$ cat src/rtl/div_sequencer.sv
// div_sequencer: request/response wrapper around an external iterative signed
// divider. It screens out divide-by-zero and the single overflow case, sequences
// the divider's load/run window, and holds the result until downstream takes it.
module div_sequencer #(
  parameter int unsigned N = 4
) (
  input  logic         clk,
  input  logic         rst,
  input  logic         in_valid,
  output logic         in_ready,
  input  logic [N-1:0] in_dd,
  input  logic [N-1:0] in_dr,
  output logic         div_load,
  output logic [N-1:0] div_dd,
  output logic [N-1:0] div_dr,
  input  logic [N-1:0] div_q,
  input  logic [N-1:0] div_r,
  output logic         out_valid,
  input  logic         out_ready,
  output logic [N-1:0] out_q,
  output logic [N-1:0] out_r,
  output logic         out_dbz,
  output logic         out_ovf,
  output logic         busy
);

  localparam int unsigned CW = $clog2(N + 1);
  localparam logic [N-1:0] MOST_NEG = {1'b1, {(N-1){1'b0}}};

  typedef enum logic [2:0] {IDLE, LOAD, RUN, CAPT, DONE} state_t;

  state_t        state;
  state_t        state_n;
  logic [CW-1:0] cnt;
  logic          accept_c;
  logic          dbz_c;
  logic          ovf_c;

  // Request classification on the raw inputs at the accept edge.
  assign accept_c = in_valid && in_ready;
  assign dbz_c    = (in_dr == '0);
  assign ovf_c    = (in_dd == MOST_NEG) && (in_dr == '1);

  // State register.
  always_ff @(posedge clk) begin
    if (rst) state <= IDLE;
    else     state <= state_n;
  end

  // Next-state logic.
  always_comb begin
    state_n = state;
    case (state)
      IDLE: if (accept_c) state_n = (dbz_c || ovf_c) ? DONE : LOAD;
      LOAD: state_n = RUN;
      RUN:  if (cnt == CW'(1)) state_n = CAPT;
      CAPT: state_n = DONE;
      DONE: if (out_valid && out_ready) state_n = IDLE;
      default: state_n = IDLE;
    endcase
  end

  // Status strobes registered from the next state so they align with state.
  always_ff @(posedge clk) begin
    if (rst) begin
      in_ready <= 1'b1;
      busy     <= 1'b0;
      div_load <= 1'b0;
    end else begin
      in_ready <= (state_n == IDLE);
      busy     <= (state_n != IDLE);
      div_load <= (state_n == LOAD);
    end
  end

  // RUN window down-counter: loaded with N leaving LOAD, exits RUN at 1.
  always_ff @(posedge clk) begin
    if (rst)                cnt <= '0;
    else if (state == LOAD) cnt <= CW'(N);
    else if (state == RUN)  cnt <= cnt - CW'(1);
  end

  // Operand registers feed the divider and ignore inputs until the next accept.
  always_ff @(posedge clk) begin
    if (rst) begin
      div_dd <= '0;
      div_dr <= '0;
    end else if (accept_c) begin
      div_dd <= in_dd;
      div_dr <= in_dr;
    end
  end

  // Result registers: early-exit results at accept, divider results in CAPT.
  always_ff @(posedge clk) begin
    if (rst) begin
      out_q   <= '0;
      out_r   <= '0;
      out_dbz <= 1'b0;
      out_ovf <= 1'b0;
    end else if (accept_c && dbz_c) begin
      out_q   <= '1;
      out_r   <= in_dd;
      out_dbz <= 1'b1;
      out_ovf <= 1'b0;
    end else if (accept_c && ovf_c) begin
      out_q   <= in_dd;
      out_r   <= '0;
      out_dbz <= 1'b0;
      out_ovf <= 1'b1;
    end else if (state == CAPT) begin
      out_q   <= div_q;
      out_r   <= div_r;
      out_dbz <= 1'b0;
      out_ovf <= 1'b0;
    end
  end

  // Result valid: rises with the CAPT->DONE edge; early-exit results settle in
  // DONE for one cycle first, giving them a fixed one-edge latency.
  always_ff @(posedge clk) begin
    if (rst)                             out_valid <= 1'b0;
    else if (out_valid && out_ready)     out_valid <= 1'b0;
    else if (state == CAPT || state == DONE) out_valid <= 1'b1;
  end

endmodule

$ cat config.mk
export PLATFORM = sky130hd
export DESIGN_NAME = div_sequencer
export DESIGN_NICKNAME = d
export VERILOG_FILES = /design/src/rtl/div_sequencer.sv
export SDC_FILE = /design/constraint.sdc
export NUM_CORES = 1
export LEC_CHECK = 0
export ABC_AREA = 0
export CAP_MARGIN = 20
export CORE_MARGIN = 3
export CORE_UTILIZATION = 44
export DETAILED_ROUTE_END_ITERATION = 16
export PLACE_DENSITY_LB_ADDON = 0.25
export SLEW_MARGIN = 20
export SYNTH_ARGS = -nofsm -noshare
export SYNTH_HDL_FRONTEND = slang
export SYNTH_SLANG_ARGS = --single-unit
export TNS_END_PERCENT = 50
$ cat constraint.sdc
create_clock -name clk -period 1.7 [get_ports clk]
set_input_delay 0.34 -clock clk [delete_from_list [all_inputs] [get_ports clk]]
set_output_delay 0.34 -clock clk [all_outputs]
set_load 0.05 [all_outputs]
==> reports/summary.txt, run 1 <==
status - completed
ys flop type - dfxtp_1
Synth Area in Compound Gates - 0.182
Initial DRC Count - 31
crit share post-route - 0.886
Final Hold Viols - 0
share of layout cells above drive strength 1 - 0.263
Setup crit start - state[1]
area added between synthesis and finish - 39.0%
Final Max Slew Viols - 0
Worst Hold Slack - 0.462 ns
syn_nets - 164
full die area - 3530 sq um
crit end category - flop
ant diodes - 0
Post-synth ARST share - 0
Logic pwr share - 0.283
H-tree levels - 1
Initial Util - 0.485
Root Buffer - clkbuf_4
CTS Buf Count - 3
TNS Setup - 0 ns
switching share of power - 0.317
Syn Area/Cell - 8.84 sq um
DR vias/cell - 5.34
VDD IR max - 0.593 mV
flop2flop setup slack - 0.19 ns
Cells after Synth - 142
clk sink count - 28
1st-pass router iterations - 4
Routed Antenna Nets - 0
hold depth - 2
HPWL Detailed - 2280 um
xor and xnor area share after synthesis - 0.00698
Clock Pin Slew Worst Setup and Hold Paths - 0.14 ns
Post-Syn Area - 1250 sq um
Worst EP arrival - 1.74 ns
leakage power - 0.726 nW
post-synth top area share - 0.447
vias in the first global route - 1125
R2R Path End - out_q[0]
hold buffer count at cts - 0
crit path launch type - flop
Req. time, crit path - 1.94 ns
total grt overflow - 0
first-pass GRT wire length - 4740 um
DR WL/cell - 13.0 um
#FFs+latches synth - 28
Buffers on Ports - 41
final setup vio count - 0
core area - 2590 sq um
HP Class - flop to flop
Clock Latency Late Sink - 0.32 ns
die extent in y - 59.4 um
die width - 59.4 um
post-synthesis mux area share - 0.0349
skew final - 0.00262 ns
RSZ-0062 raised after global routing - false
I/O pin count - 42
Netlist cell types - 39
setup bufs post-CTS - 0
Fmax - 664 MHz
Clock power frac - 0.213
Max-Slew Margin vs Limit - 0.764
GPL Wtd Cong - 0.825
RR Startpoint - state[1]
warnings from Yosys - 0
internal power - 0.00102 W
P_sw - 0.000471 W
CTS Buffer Depth - 2
post-synth top area cell - dfxtp_1
Post-synth EDFFs - 0
Tightest Pin Transition - 0.354 ns
initial antenna violation count - 0
area share of fa/ha/maj cells after synthesis - 0.0199
vias - 1196
main combinational cell family by area after synthesis - simple AND/OR/NAND/NOR gates
sequential share of power - 0.503
synth top area cells - dfxtp_1 (45%), nand2_1 (8.4%), a21oi_1 (8.0%), mux2_2 (2.7%), a2bb2oi_1 (2.1%)
post-synthesis sequential area ratio - 0.447
DRC errors left - 0
pin count of the biggest net entering global routing - 16
Register-to-Register Path Depth - 4
post-CTS sizing - 0
critical path class - flop to flop
number of nets in the layout - 217
clock period minus final worst setup slack - 1.51 ns
pwr dens - 852 nW/um^2
crit path capture - out_q[0]
post-synthesis simple-gate area fraction - 0.252
CTS tree - built
Total GRT Usage - 0.173
# rows - 18
maxcap violations - 0
Critical Path Fanout Max - 10
final wirelength - 2920 um
## sequential cells by signal, indices dropped and copies added, names as in the netlist, 3 cells and up
signal  cells
cnt         3
div_dd      4
div_dr      4
out_q       4
out_r       4
state       3
## power by group through the flow
stage                     combinational (W)  sequential, W  clock (W)
after detailed placement           0.000422       0.000762          0
after CTS                          0.000424       0.000748   0.000330
after global routing               0.000457       0.000756   0.000345
final                              0.000421       0.000748   0.000317
after floorplan                    0.000165       0.000858          0
after global placement             0.000414       0.000758          0
## final cells by class
type,instances,area [sq um]
Multi-Input combinational cell,102,623
Tap cell,30,37.5
Timing Repair Buffer,57,475
Clock buffer,4,36.3
Inverter,3,11.3
Sequential cell,28,561
Fill cell,227,846
## layout by cell type, fill, tap and decap left out, types with 2 or more instances in the layout
cell and n:
nor2_1 6, ha_1 2, dfxtp_1 28, o2111ai_1 3, mux2_2 3, clkbuf_4 3
a2bb2oi_1 3, nand4_1 3, nand2_1 28, a21oi_1 20, inv_1 2, buf_4 38
nand2b_1 3, clkdlybuf4s50_1 19, o21ai_0 4, nand3_1 5
## metal layers
metal	part of all wire	up-vias	global-route usage
li1	-	610	-
met1	0.43	548	0.214
met2	0.49	34	0.300
met3	0.067	4	0.0370
met4	0.0093	0	0.0485
met5	0	-	0
## cells in the mapped netlist (2+ instances only)
master	n
nand4_1	3
nand3_1	5
nand2b_1	3
o2111ai_1	3
clkbuf_1	4
nand2_1	28
mux2_2	3
buf_6	2
buf_4	3
a21oi_1	20
dfxtp_1	28
ha_1	2
o21ai_0	4
a2bb2oi_1	3
nor2_1	6
inv_1	2
## through the flow
step	util	power, W	worst slack [ns]	instance area, sq um	cells
floorplan	-	0.00102	0.173	1250	142
global placement	0.659	0.00117	-0.0515	1710	220
detailed placement	0.659	0.00118	-0.146	1710	220
CTS	0.673	0.00150	0.193	1740	224
global route	0.673	0.00156	0.0904	1740	224
finish	0.673	0.00149	0.194	1740	224
## critical path: stages, from the launching register on
cell     delay (ns)
dfxtp_1        0.56
and3b_1        0.36
mux2_2         0.37
nand2_1        0.07
a21oi_1        0.06
## worst min path at each step
stage                   start        end  slack, ns
finish              div_dr[2]  div_dr[2]       0.46
global route        div_dd[2]  div_dd[2]       0.49
CTS                 div_dr[2]  div_dr[2]       0.47
detailed placement  div_dr[2]  div_dr[2]       0.45
global placement    div_dr[2]  div_dr[2]       0.45
floorplan                 rst   in_ready       0.45
## cells by family (layout without fill, tap and decap cells)
| family | Yosys count | in the layout |
|---|---|---|
| AOI/OAI and AO/OA | 36 | 36 |
| adders and majority gates | 2 | 2 |
| muxes | 4 | 4 |
| xor gates and xnor gates | 1 | 1 |
| and+or+nand+nor | 59 | 59 |
| DFF | 28 | 28 |
| buffers and inverters | 12 | 64 |
No activity file was read; power rests on OpenSTA's default activity.
==> run 2: changes to the inputs <==
--- a/config.mk
+++ b/config.mk
@@ -8,7 +8,7 @@
 export ABC_AREA = 0
 export CAP_MARGIN = 20
 export CORE_MARGIN = 3
-export CORE_UTILIZATION = 44
+export CORE_UTILIZATION = 48
 export DETAILED_ROUTE_END_ITERATION = 16
 export PLACE_DENSITY_LB_ADDON = 0.25
 export SLEW_MARGIN = 20
==> constraint.sdc (replaced) <==
create_clock -name clk -period 1.85 [get_ports clk]
set_input_delay 0.37 -clock clk [delete_from_list [all_inputs] [get_ports clk]]
set_output_delay 0.37 -clock clk [all_outputs]
set_load 0.05 [all_outputs]
==> run 2 against run 1 <==
First-iteration DRC count down 13%; highest routed layer unchanged; worst setup slack improved by 0.028 ns; critical path type is now primary input to flop; via count is 0.17% lower; flip-flop and latch count unchanged; critical endpoint is now out_r[0]; non-clock buffer count fell by 7.
==> reports/summary.txt, run 2 (synthesis gave the netlist of run 1 again) <==
status - completed
CTS Buffer Depth - 2 (unchanged)
crit path launch type - primary input
Core Util, Final - 0.732 (+0.0587)
core area - 2340 sq um (-9.7%)
pin count of the biggest net entering global routing - 18 (+2)
Total GRT Usage - 0.201 (+0.0279)
1st-pass router iterations - 4 (unchanged)
Req. time, crit path - 2.11 ns (+0.17 ns)
setup bufs post-CTS - 0 (unchanged)
Final Max Slew Viols - 0 (unchanged)
pre-CTS WS - -0.0916 ns (+0.0539 ns)
Initial DRC Count - 27 (-13%)
Worst Hold Slack - 0.464 ns (+0.00156 ns)
crit end category - flop
Routed Antenna Nets - 0 (unchanged)
Initial Util - 0.536 (+0.0518)
I/O pin count - 42 (unchanged)
CTS Buf Count - 3 (unchanged)
Final Hold Viols - 0 (unchanged)
critical path class - primary input to flop
Clock Pin Slew Worst Setup and Hold Paths - 0.14 ns (about the same)
final wirelength - 3080 um (+5.5%)
first-pass GRT wire length - 5260 um (+11%)
Worst EP arrival - 1.89 ns (+0.15 ns)
skew final - 0.00194 ns (-0.000678 ns)
total grt overflow - 0 (unchanged)
DR WL/cell - 14.3 um (+9.9%)
area added between synthesis and finish - 36.5%
die extent in y - 57.1 um (-3.8%)
GPL Wtd Cong - 0.802 (-2.8%)
Tightest Pin Transition - 0.501 ns (+0.147 ns)
fin worst setup slack - 0.221 ns (+0.0275 ns)
HPWL Detailed - 2310 um (+1.3%)
overall power - 0.00136 W (-8.7%)
ant diodes - 0 (unchanged)
hold buffer count at cts - 0 (unchanged)
Root Buffer - clkbuf_4
crit share post-route - 0.881
post-CTS sizing - 11 (+11)
H-tree levels - 1 (unchanged)
number of nets in the layout - 210 (-3.2%)
clock period minus final worst setup slack - 1.63 ns
initial antenna violation count - 0 (unchanged)
VDD IR max - 0.575 mV (-3.0%)
Clock Latency Late Sink - 0.33 ns (about the same)
# rows - 17 (-1)
vias - 1194 (-0.17%)
vias in the first global route - 1164 (+3.5%)
final setup vio count - 0 (unchanged)
commonest cells after routing, fill and taps aside - nand2_1 (28), dfxtp_1 (28), a21oi_1 (20)
maxcap violations - 0 (unchanged)
Buffers on Ports - 41 (unchanged)
clk sink count - 28 (unchanged)
pwr dens - 792 nW/um^2 (-7.0%)
die width - 57.1 um (-3.8%)
DRC errors left - 0 (unchanged)
share of layout cells above drive strength 1 - 0.166 (-0.0971)
full die area - 3260 sq um (-7.5%)
TNS Setup - 0 ns (unchanged)
DR vias/cell - 5.55 (+4.0%)
Max-Slew Margin vs Limit - 0.666 (-0.0981)
CTS tree - built
RSZ-0062 raised after global routing - false
Fmax - 614 MHz
HP Class - flop to flop
Critical Path Fanout Max - 14 (+4)
leakage power - 0.745 nW (+2.7%)
-- run 2: cell count changes in the layout (fill, tap and decap cells not counted), sizes merged --
cell / before / now
buf: 38 / 18
dlymetal6s2s: 0 / 2
dlygate4sd2: 0 / 11
-- run 2: per-stage QoR --
step	std cells	area, sq um
after floorplan	142	1250
after global placement	211	1690
after global routing	215	1710
final	215	1710
after CTS	215	1710
after detailed placement	211	1690
-- run 2: metal layers --
metal | part of all wire | GRT usage
met5 | 0 | 0
met4 | 0.014 | 0.0828
met3 | 0.071 | 0.0452
met2 | 0.46 | 0.331
met1 | 0.45 | 0.253
-- run 2: power by group --
group / internal [W] / leakage (nW) / switching [W]
clock network: 0.000121 / 0.0210 / 0.000174
registers: 0.000649 / 0.229 / 0.0000293
logic: 0.000154 / 0.495 / 0.000231
-- run 2: area by class of cell --
cell class,count,area [sq um]
clock buffer,4,36.3
fill,192,627
inverter,3,11.3
multi-input combinational,102,623
sequential,28,561
tap,28,35.0
timing repair buffer,50,447
-- run 2: final timing paths --
check                                  to  slack, ns  startpoint  cells past startpoint
worst max register to register   out_q[0]       0.30    state[0]                      4
worst max-delay path             out_r[0]       0.22    in_dr[3]                      5
worst min-delay path            div_dr[0]       0.46   div_dr[0]                      2
worst min register to register  div_dr[0]       0.46   div_dr[0]                      2
-- run 2: worst max-delay path, stage by stage --
cell and delay, ns:
clkdlybuf4s50_1 0.48, nor4_4 0.37, nand2_2 0.25, nand3_1 0.23, a2bb2oi_1 0.19
==> run 3: changes to the inputs <==
--- a/config.mk
+++ b/config.mk
@@ -5,10 +5,12 @@
 export SDC_FILE = /design/constraint.sdc
 export NUM_CORES = 1
 export LEC_CHECK = 0
-export ABC_AREA = 0
+export ABC_AREA = 1
 export CAP_MARGIN = 20
+export CELL_PAD_IN_SITES_DETAIL_PLACEMENT = 1
+export CELL_PAD_IN_SITES_GLOBAL_PLACEMENT = 2
 export CORE_MARGIN = 3
-export CORE_UTILIZATION = 48
+export CORE_UTILIZATION = 26
 export DETAILED_ROUTE_END_ITERATION = 16
 export PLACE_DENSITY_LB_ADDON = 0.25
 export SLEW_MARGIN = 20
==> run 3 against run 2 <==
Highest routed layer unchanged; first-iteration DRC count rose by 70%; final cell count increased by 33%; synthesized area grew 3.8%; sequential share of layout area is 2.2 points lower; non-clock buffer count decreased by 1; critical path depth grew 4; clock skew grew 0.011 ns; routed wire length grew 16%; synthesized cell count grew 20%; flip-flop and latch count did not move; register-to-register slack better by 0.28 ns.
==> reports/summary.txt, run 3 <==
status - completed
setup bufs post-CTS - 0 (unchanged)
Clock Latency Late Sink - 0.28 ns (-0.05 ns)
die extent in y - 76.8 um (+34%)
Initial DRC Count - 46 (+70%)
post-synth top area cell - dfxtp_1
crit path launch type - primary input
number of nets in the layout - 242 (+15%)
full die area - 5900 sq um (+81%)
Initial Util - 0.272 (-0.264)
ant diodes - 0 (unchanged)
Final Hold Viols - 0 (unchanged)
commonest non-fill, non-tap cell in the layout - nand2_1
M1 WL - 1500 um (+8.2%)
Buffers on Ports - 41 (unchanged)
met3 routed WL - 128 um (-42%)
syn_nets - 193 (+18%)
area added between synthesis and finish - 41.0%
CP Cell Sequence - clkdlybuf4s50_1 -> nand2_1 -> nor2_1 -> nand3_2 -> buf_4 -> nand3_4 -> o21ai_2 -> nand2_1 -> nand2_1
final setup vio count - 0 (unchanged)
count leader, synth - nand2_1
post-CTS sizing - 0 (-11)
Worst EP arrival - 1.67 ns (-0.22 ns)
Critical Path Fanout Max - 6 (-8)
Routed Antenna Nets - 0 (unchanged)
VDD IR max - 0.320 mV (-44%)
TNS Setup - 0 ns (unchanged)
commonest cells after routing, fill and taps aside - nand2_1 (36), nor2_1 (30), buf_4 (30)
synth top area cells - dfxtp_1 (43%), nand2_1 (10%), nor2_1 (8.6%), inv_1 (5.2%), o21ai_0 (5.0%)
critical path class - primary input to flop
Req. time, crit path - 2.04 ns (-0.07 ns)
CTS Buf Count - 3 (unchanged)
maxcap violations - 0 (unchanged)
CTS Buffer Depth - 2 (unchanged)
DRC errors left - 0 (unchanged)
pin count of the biggest net entering global routing - 17 (-1)
Root Buffer - clkbuf_8
Syn Area/Cell - 7.62 sq um (-14%)
skew final - 0.0129 ns (+0.0109 ns)
hold buffer count at cts - 0 (unchanged)
Crit path largest cell delay - 0.52 ns (+0.04 ns)
top sig layer - met4
WL met2 - 1890 um (+32%)
warnings from Yosys - 0 (unchanged)
I/O pin count - 42 (unchanged)
pwr dens - 899 nW/um^2 (+13%)
first-pass GRT wire length - 6080 um (+15%)
crit end category - flop
final wirelength - 3570 um (+16%)
DR WL/cell - 12.5 um (-13%)
# rows - 25 (+8)
CTS tree - built
Cells after DPL - 282 (+34%)
Post-synth ARST share - 0 (unchanged)
Fmax - 677 MHz (+10%)
Cells after Synth - 171 (+20%)
vias - 1259 (+5.4%)
GPL Wtd Cong - 0.795 (-0.87%)
RSZ-0062 raised after global routing - false
Area after DPL - 1770 sq um (+4.8%)
leakage power - 0.868 nW (+16%)
Post-synth EDFFs - 0 (unchanged)
share of layout cells above drive strength 1 - 0.228 (+0.0625)
DR vias/cell - 4.40 (-21%)
fin cells - 286 (+33%)
slowest library cell on the worst path - clkdlybuf4s50_1
Final Max Slew Viols - 0 (unchanged)
clock period minus final worst setup slack - 1.48 ns (-0.151 ns)
die width - 76.8 um (+34%)
post-synth top area share - 0.430 (-0.0163)
Netlist cell types - 26 (-33%)
HPWL Detailed - 2890 um (+25%)
H-tree levels - 1 (unchanged)
Post-Syn Area - 1300 sq um (+3.8%)
Clock Pin Slew Worst Setup and Hold Paths - 0.11 ns (-0.03 ns)
Max-Slew Margin vs Limit - 0.770 (+0.105)
ys flop type - dfxtp_1
overall power - 0.00165 W (+22%)
clk sink count - 28 (unchanged)
post-route cell area - 1840 sq um (+7.2%)
post-synthesis sequential area ratio - 0.430 (-0.0163)
Post-synth top cells - nand2_1 (36), nor2_1 (30), dfxtp_1 (28)
vias in the first global route - 1394 (+20%)
core area - 4790 sq um (+100%)
Total GRT Usage - 0.127 (-0.0742)
total grt overflow - 0 (unchanged)
fillcell total - 594 (+210%)
crit share post-route - 0.799 (-0.0819)
HP Class - flop to flop
cell mode on critical path - nand2_1
initial antenna violation count - 0 (unchanged)
Tightest Pin Transition - 0.341 ns (-0.160 ns)
#FFs+latches synth - 28 (unchanged)
1st-pass router iterations - 4 (unchanged)
-- run 3: stage by stage --
step,worst slack (ns),util,hold WS [ns]
2_1_floorplan,0.332,-,0.448
3_3_place_gp,0.0823,0.369,0.458
3_5_place_dp,0.0394,0.369,0.471
4_1_cts,0.349,0.384,0.486
5_1_grt,0.229,0.384,0.512
6_report,0.372,0.384,0.479
-- run 3: path summary, 6_finish.rpt --
kind / cells past startpoint / slack (ns) / end / startpoint
worst max-delay path: 9 / 0.37 / busy / in_dr[0]
worst min register to register: 2 / 0.48 / out_q[1] / out_q[1]
worst max register to register: 8 / 0.58 / busy / in_ready
worst min-delay path: 2 / 0.48 / out_q[1] / out_q[1]
-- run 3: cell type report --
class / count / area [sq um] / area share
well taps: 67 / 83.8 / 0.0456
clock inverters: 1 / 30.0 / 0.0163
multi-input cells: 117 / 624 / 0.340
repair buffers: 49 / 415 / 0.226
inverters: 21 / 81.3 / 0.0443
flip-flops and latches: 28 / 561 / 0.305
clock buffers: 3 / 41.3 / 0.0225
-- run 3: routing by layer --
layer	track usage	vias up
met3	0.0223	5
li1	-	638
met5	0	-
met2	0.239	24
met1	0.141	592
met4	0.0453	0
-- run 3: power breakdown --
| part | internal (W) | total [W] | switching, W |
|---|---|---|---|
| registers | 0.000658 | 0.000693 | 0.0000351 |
| logic | 0.000167 | 0.000464 | 0.000297 |
| clock network | 0.000290 | 0.000494 | 0.000203 |
-- run 3: critical path, delay by kind of cell --
family                 cells  cell delay, ns
buffers and inverters      2            0.71
and+or+nand+nor            6            0.54
AOI/OAI and AO/OA          1            0.05
-- run 3: logic make-up after synthesis --
logic type	after synthesis	share of synthesized area
and+or+nand+nor	85	0.324
AOI/OAI and AO/OA	29	0.130
DFF	28	0.430
buffers and inverters	26	0.0903
adders and majority gates	2	0.0192
xor gates and xnor gates	1	0.00673
==> RTL edit 1, RTL diff (settings of run 1) <==
Add an input register stage for `div_q` and `div_r`, without a reset; this delays them by one clock. The other inputs are not delayed to match.
--- a/src/rtl/div_sequencer.sv
+++ b/src/rtl/div_sequencer.sv
@@ -30,2 +30,10 @@
   typedef enum logic [2:0] {IDLE, LOAD, RUN, CAPT, DONE} state_t;
+
+  logic [N-1:0] div_q_q;
+  logic [N-1:0] div_r_q;
+
+  always_ff @(posedge clk) begin
+    div_q_q <= div_q;
+    div_r_q <= div_r;
+  end
 
@@ -111,4 +119,4 @@
     end else if (state == CAPT) begin
-      out_q   <= div_q;
-      out_r   <= div_r;
+      out_q   <= div_q_q;
+      out_r   <= div_r_q;
       out_dbz <= 1'b0;
Formal check against the unedited RTL: not equivalent (Yosys sat finds a counterexample within 10 cycles, from zero or initial values and one cycle with rst high).
==> RTL edit 1 against run 1 <==
- synthesized cell count stayed put
- die area grew 17%
- worst setup slack improved by 0.046 ns
- synthesized area is 20% higher
- non-clock buffer count is 4 lower
- final area is 14% higher
- total power rose by 25%
- count of clock-buffer cells in the layout increased by 4
- wire length is 8.1% higher
- sequential cell count grew 8
- worst hold slack got worse by 0.031 ns
- core utilization is 4.5 points lower
- critical endpoint is now out_r[3]$_SDFFE_PP0P_
- largest cell class is now sequential cells
==> RTL edit 1: results (changes against run 1) <==
Fraction of met1 tracks used by global routing: 16.9% (was 21.4%)
FF-to-FF Start: state[2]$_SDFF_PP0_ (was state[1]$_SDFF_PP0_)
Crit path DAT: 1.70 ns (was 1.74 ns)
Status: complete, no violations (unchanged)
Share of layout cells above drive strength 1: 30.3% (was 26.3%)
Synth top cells by count: sky130_fd_sc_hd__dfxtp_1 (36), sky130_fd_sc_hd__nand2_1 (24), sky130_fd_sc_hd__a21oi_1 (17) (was sky130_fd_sc_hd__dfxtp_1 (28), sky130_fd_sc_hd__nand2_1 (28), sky130_fd_sc_hd__a21oi_1 (20))
Global-route track usage on met3: 4.57% (was 3.70%)
Leakage: 0.867 nW (was 0.726 nW)
Wire length on met1: 1300 um (was 1250 um)
Met3 WL post-DR: 123 um (was 196 um)
Met2 usage in global routing: 29.5% (was 30.0%)
Half-perimeter wire length after detailed placement: 2440 um (was 2280 um)
Internal reg-to-reg setup slack: 0.24 ns (was 0.19 ns)
Routed length on met2: 1650 um (was 1440 um)
Average vias per placed instance: 4.95 (was 5.34)
Global-route usage over all layers: 16.5% (was 17.3%)
Synth top area cells: sky130_fd_sc_hd__dfxtp_1 (48%), sky130_fd_sc_hd__nand2_1 (6.0%), sky130_fd_sc_hd__a21oi_1 (5.7%), sky130_fd_sc_hd__mux2i_1 (4.0%), sky130_fd_sc_hd__nor4_4 (2.8%) (was sky130_fd_sc_hd__dfxtp_1 (45%), sky130_fd_sc_hd__nand2_1 (8.4%), sky130_fd_sc_hd__a21oi_1 (8.0%), sky130_fd_sc_hd__mux2_2 (2.7%), sky130_fd_sc_hd__a2bb2oi_1 (2.1%))
Clock Latency Late Sink: 0.34 ns (was 0.32 ns)
Worst slew pin tran: 0.524 ns (was 0.354 ns)
Minimum setup slack after placement: -0.0415 ns (was -0.146 ns)
Path type of the worst min-delay path: in2reg (was reg2reg)
Number of design-rule violations left by the first detailed-router iteration: 26 (was 31)
Post-DP Area: 1920 um2 (was 1710 um2)
Routed WL: 3150 um (was 2920 um)
GP Congestion: 0.758 (was 0.825)
Via count of the first global-routing pass: 1211 (was 1125)
Filler Cells Inserted: 279 (was 227)
Average instance area after synthesis: 10.6 um2 (was 8.84 um2)
Clk_skew: 0.00872 ns (was 0.00262 ns)
Minimum clock period: 1.46 ns (was 1.51 ns)
Count of non-filler cells in the finished layout: 239 (was 224)
Number of buffers created by CTS: 5 (was 3)
Share of the yosys chip area belonging to registers: 48.0% (was 44.7%)
Endpoint of the most critical register-to-register path: out_r[3]$_SDFFE_PP0P_ (was out_q[0]$_SDFFE_PP0P_)
Placed insts: 231 (was 220)
RTL edit 1: logic make-up after synthesis:
| kind of cell | after synthesis | share of synthesized area, % |
|---|---|---|
| AOI/OAI and AO/OA | 33 | 15.1 |
| buffers and inverters | 13 | 6.50 |
| adders and majority gates | 2 | 1.67 |
| DFF | 36 | 48.0 |
| and+or+nand+nor | 48 | 21.9 |
| xor gates and xnor gates | 1 | 0.584 |
| muxes | 9 | 6.26 |
RTL edit 1: how the worst min path moves through the flow:
stage	startpoint	to	slack [ns]	depth (start not counted)
after floorplan	div_q[0]	div_q_q[0]$_DFF_P_	0.37	0
after global placement	div_dr[0]$_SDFFE_PP0P_	div_dr[0]$_SDFFE_PP0P_	0.45	2
after detailed placement	div_dd[0]$_SDFFE_PP0P_	div_dd[0]$_SDFFE_PP0P_	0.45	2
after CTS	div_r[0]	div_r_q[0]$_DFF_P_	0.41	1
after global routing	div_q[2]	div_q_q[2]$_DFF_P_	0.41	1
final	div_r[0]	div_r_q[0]$_DFF_P_	0.43	1
RTL edit 1: worst max-delay path, stage by stage (launching register included):
cell and delay (ns):
sky130_fd_sc_hd__dfxtp_1 0.58, sky130_fd_sc_hd__nand3b_4 0.25, sky130_fd_sc_hd__buf_4 0.21, sky130_fd_sc_hd__mux2i_1 0.23, sky130_fd_sc_hd__o2bb2ai_1 0.08
RTL edit 1: final cells by class:
class / count / area [um2] / share of cell area (%)
clock buffer: 8 / 58.8 / 2.97
sequential: 36 / 721 / 36.4
timing repair buffer: 53 / 445 / 22.5
inverter: 5 / 18.8 / 0.948
tap: 44 / 55.1 / 2.78
multi-input combinational: 93 / 682 / 34.4
RTL edit 1: where the power goes:
part           internal, mW  switching [mW]
registers             0.902          0.0577
logic                 0.181           0.241
clock network         0.204           0.273
==> RTL edit 2, RTL diff (settings of run 1) <==
Made on the original files. The parameter `N` goes from 4 to 8.
--- a/src/rtl/div_sequencer.sv
+++ b/src/rtl/div_sequencer.sv
@@ -4,3 +4,3 @@
 module div_sequencer #(
-  parameter int unsigned N = 4
+  parameter int unsigned N = 8
 ) (
Ports: changed (8 resized); port bits go from 42 to 74. The function was not compared with the original's and may differ.
==> RTL edit 2 against run 1 <==
- total power increased by 93%
- via count increased by 65%
- count of clock-buffer cells in the layout increased by 3
- wire length increased by 86%
- register-to-register slack got worse by 0.04 ns
- synthesized area increased by 51%
- critical path depth increased by 1
- core utilization increased by 4.7 points
- sequential cell count increased by 17
- final area increased by 69%
- largest power group unchanged
- clock power increased to 2.6 times the old value
- worst setup slack got worse by 0.12 ns
- worst hold slack got worse by 0.15 ns
==> RTL edit 2: results (changes against run 1) <==
Status: complete, no violations (unchanged)
Minimum setup slack after placement: -0.558 ns (was -0.146 ns)
Wire per inst: 14.4 um (was 13.0 um)
Global-route wire length before repair: 8900 um (was 4740 um)
Routed length on met2: 2610 um (was 1440 um)
Share of layout cells above drive strength 1: 30.1% (was 26.3%)
Global-route track usage on met3: 5.33% (was 3.70%)
Endpoint of the most critical register-to-register path: out_q[4]$_SDFFE_PP0P_ (was out_q[0]$_SDFFE_PP0P_)
Internal reg-to-reg setup slack: 0.15 ns (was 0.19 ns)
Synthesized-area fraction occupied by ao, oa, aoi and oai cells: 18.9% (was 18.2%)
Number of design-rule violations left by the first detailed-router iteration: 99 (was 31)
Worst rel slew slack: 76.6% (was 76.4%)
Half-perimeter wire length after detailed placement: 3990 um (was 2280 um)
GP Congestion: 0.850 (was 0.825)
Comb pwr: 829 uW (was 421 uW)
Max Fanout on Critical Path: 3 (was 10)
Launching element of the worst setup path: in_dd[5] (was state[1]$_SDFF_PP0_)
Synth top area cells: sky130_fd_sc_hd__dfxtp_1 (48%), sky130_fd_sc_hd__nand2_1 (9.7%), sky130_fd_sc_hd__a21oi_1 (8.5%), sky130_fd_sc_hd__a221oi_1 (4.2%), sky130_fd_sc_hd__mux2_2 (4.2%) (was sky130_fd_sc_hd__dfxtp_1 (45%), sky130_fd_sc_hd__nand2_1 (8.4%), sky130_fd_sc_hd__a21oi_1 (8.0%), sky130_fd_sc_hd__mux2_2 (2.7%), sky130_fd_sc_hd__a2bb2oi_1 (2.1%))
Leakage: 1.30 nW (was 0.726 nW)
Total via count after detailed routing: 1972 (was 1196)
Largest net degree at the start of global routing: 26 (was 16)
Path type of the worst min-delay path: in2reg (was reg2reg)
Synthesized-area fraction occupied by adder cells: 1.32% (was 1.99%)
Post-DP Area: 2770 um2 (was 1710 um2)
Power share of the combinational group: 28.9% (was 28.3%)
Worst-case reg-to-reg path depth: 5 (was 4)
Post-CTS Setup Bufs: 2 (was 0)
WHS Path Cells: 3 (was 2)
Clock transition at the register clock pins on the worst setup and hold paths after CTS: 0.08 ns (was 0.14 ns)
FF-to-FF Start: state[0]$_SDFF_PP0_ (was state[1]$_SDFF_PP0_)
Port Buffer Count: 73 (was 41)
Met2 usage in global routing: 36.6% (was 30.0%)
Minimum hold slack: 0.308 ns (was 0.462 ns)
Max rail drop VDD: 0.000541 V (was 0.000593 V)
Synth top cells by count: sky130_fd_sc_hd__nand2_1 (49), sky130_fd_sc_hd__dfxtp_1 (45), sky130_fd_sc_hd__a21oi_1 (32) (was sky130_fd_sc_hd__dfxtp_1 (28), sky130_fd_sc_hd__nand2_1 (28), sky130_fd_sc_hd__a21oi_1 (20))
Termination of the worst setup path: in_ready$_SDFF_PP1_ (was out_q[0]$_SDFFE_PP0P_)
Wire length on met1: 2280 um (was 1250 um)
Average instance area after synthesis: 8.22 um2 (was 8.84 um2)
[RTL edit 2: cell types whose count changed after synthesis, moves of 4 or more]
| cell | before | now |
|---|---|---|
| sky130_fd_sc_hd__nand2_1 | 28 | 49 |
| sky130_fd_sc_hd__dfxtp_1 | 28 | 45 |
| sky130_fd_sc_hd__a21oi_1 | 20 | 32 |
| sky130_fd_sc_hd__inv_1 | 2 | 14 |
| sky130_fd_sc_hd__nor2_1 | 6 | 16 |
| sky130_fd_sc_hd__a221oi_1 | 1 | 9 |
| sky130_fd_sc_hd__o21ai_0 | 4 | 11 |
| sky130_fd_sc_hd__buf_2 | 0 | 4 |
| sky130_fd_sc_hd__clkbuf_1 | 4 | 8 |
| sky130_fd_sc_hd__mux2_2 | 3 | 7 |
[RTL edit 2: cell type report]
cell class	instances	area, um2
Sequential cell	45	905
Tap cell	50	62.6
Timing Repair Buffer	102	850
Clock inverter	1	30.0
Multi-Input combinational cell	157	958
Inverter	14	52.6
Fill cell	339	1140
Clock buffer	7	86.3
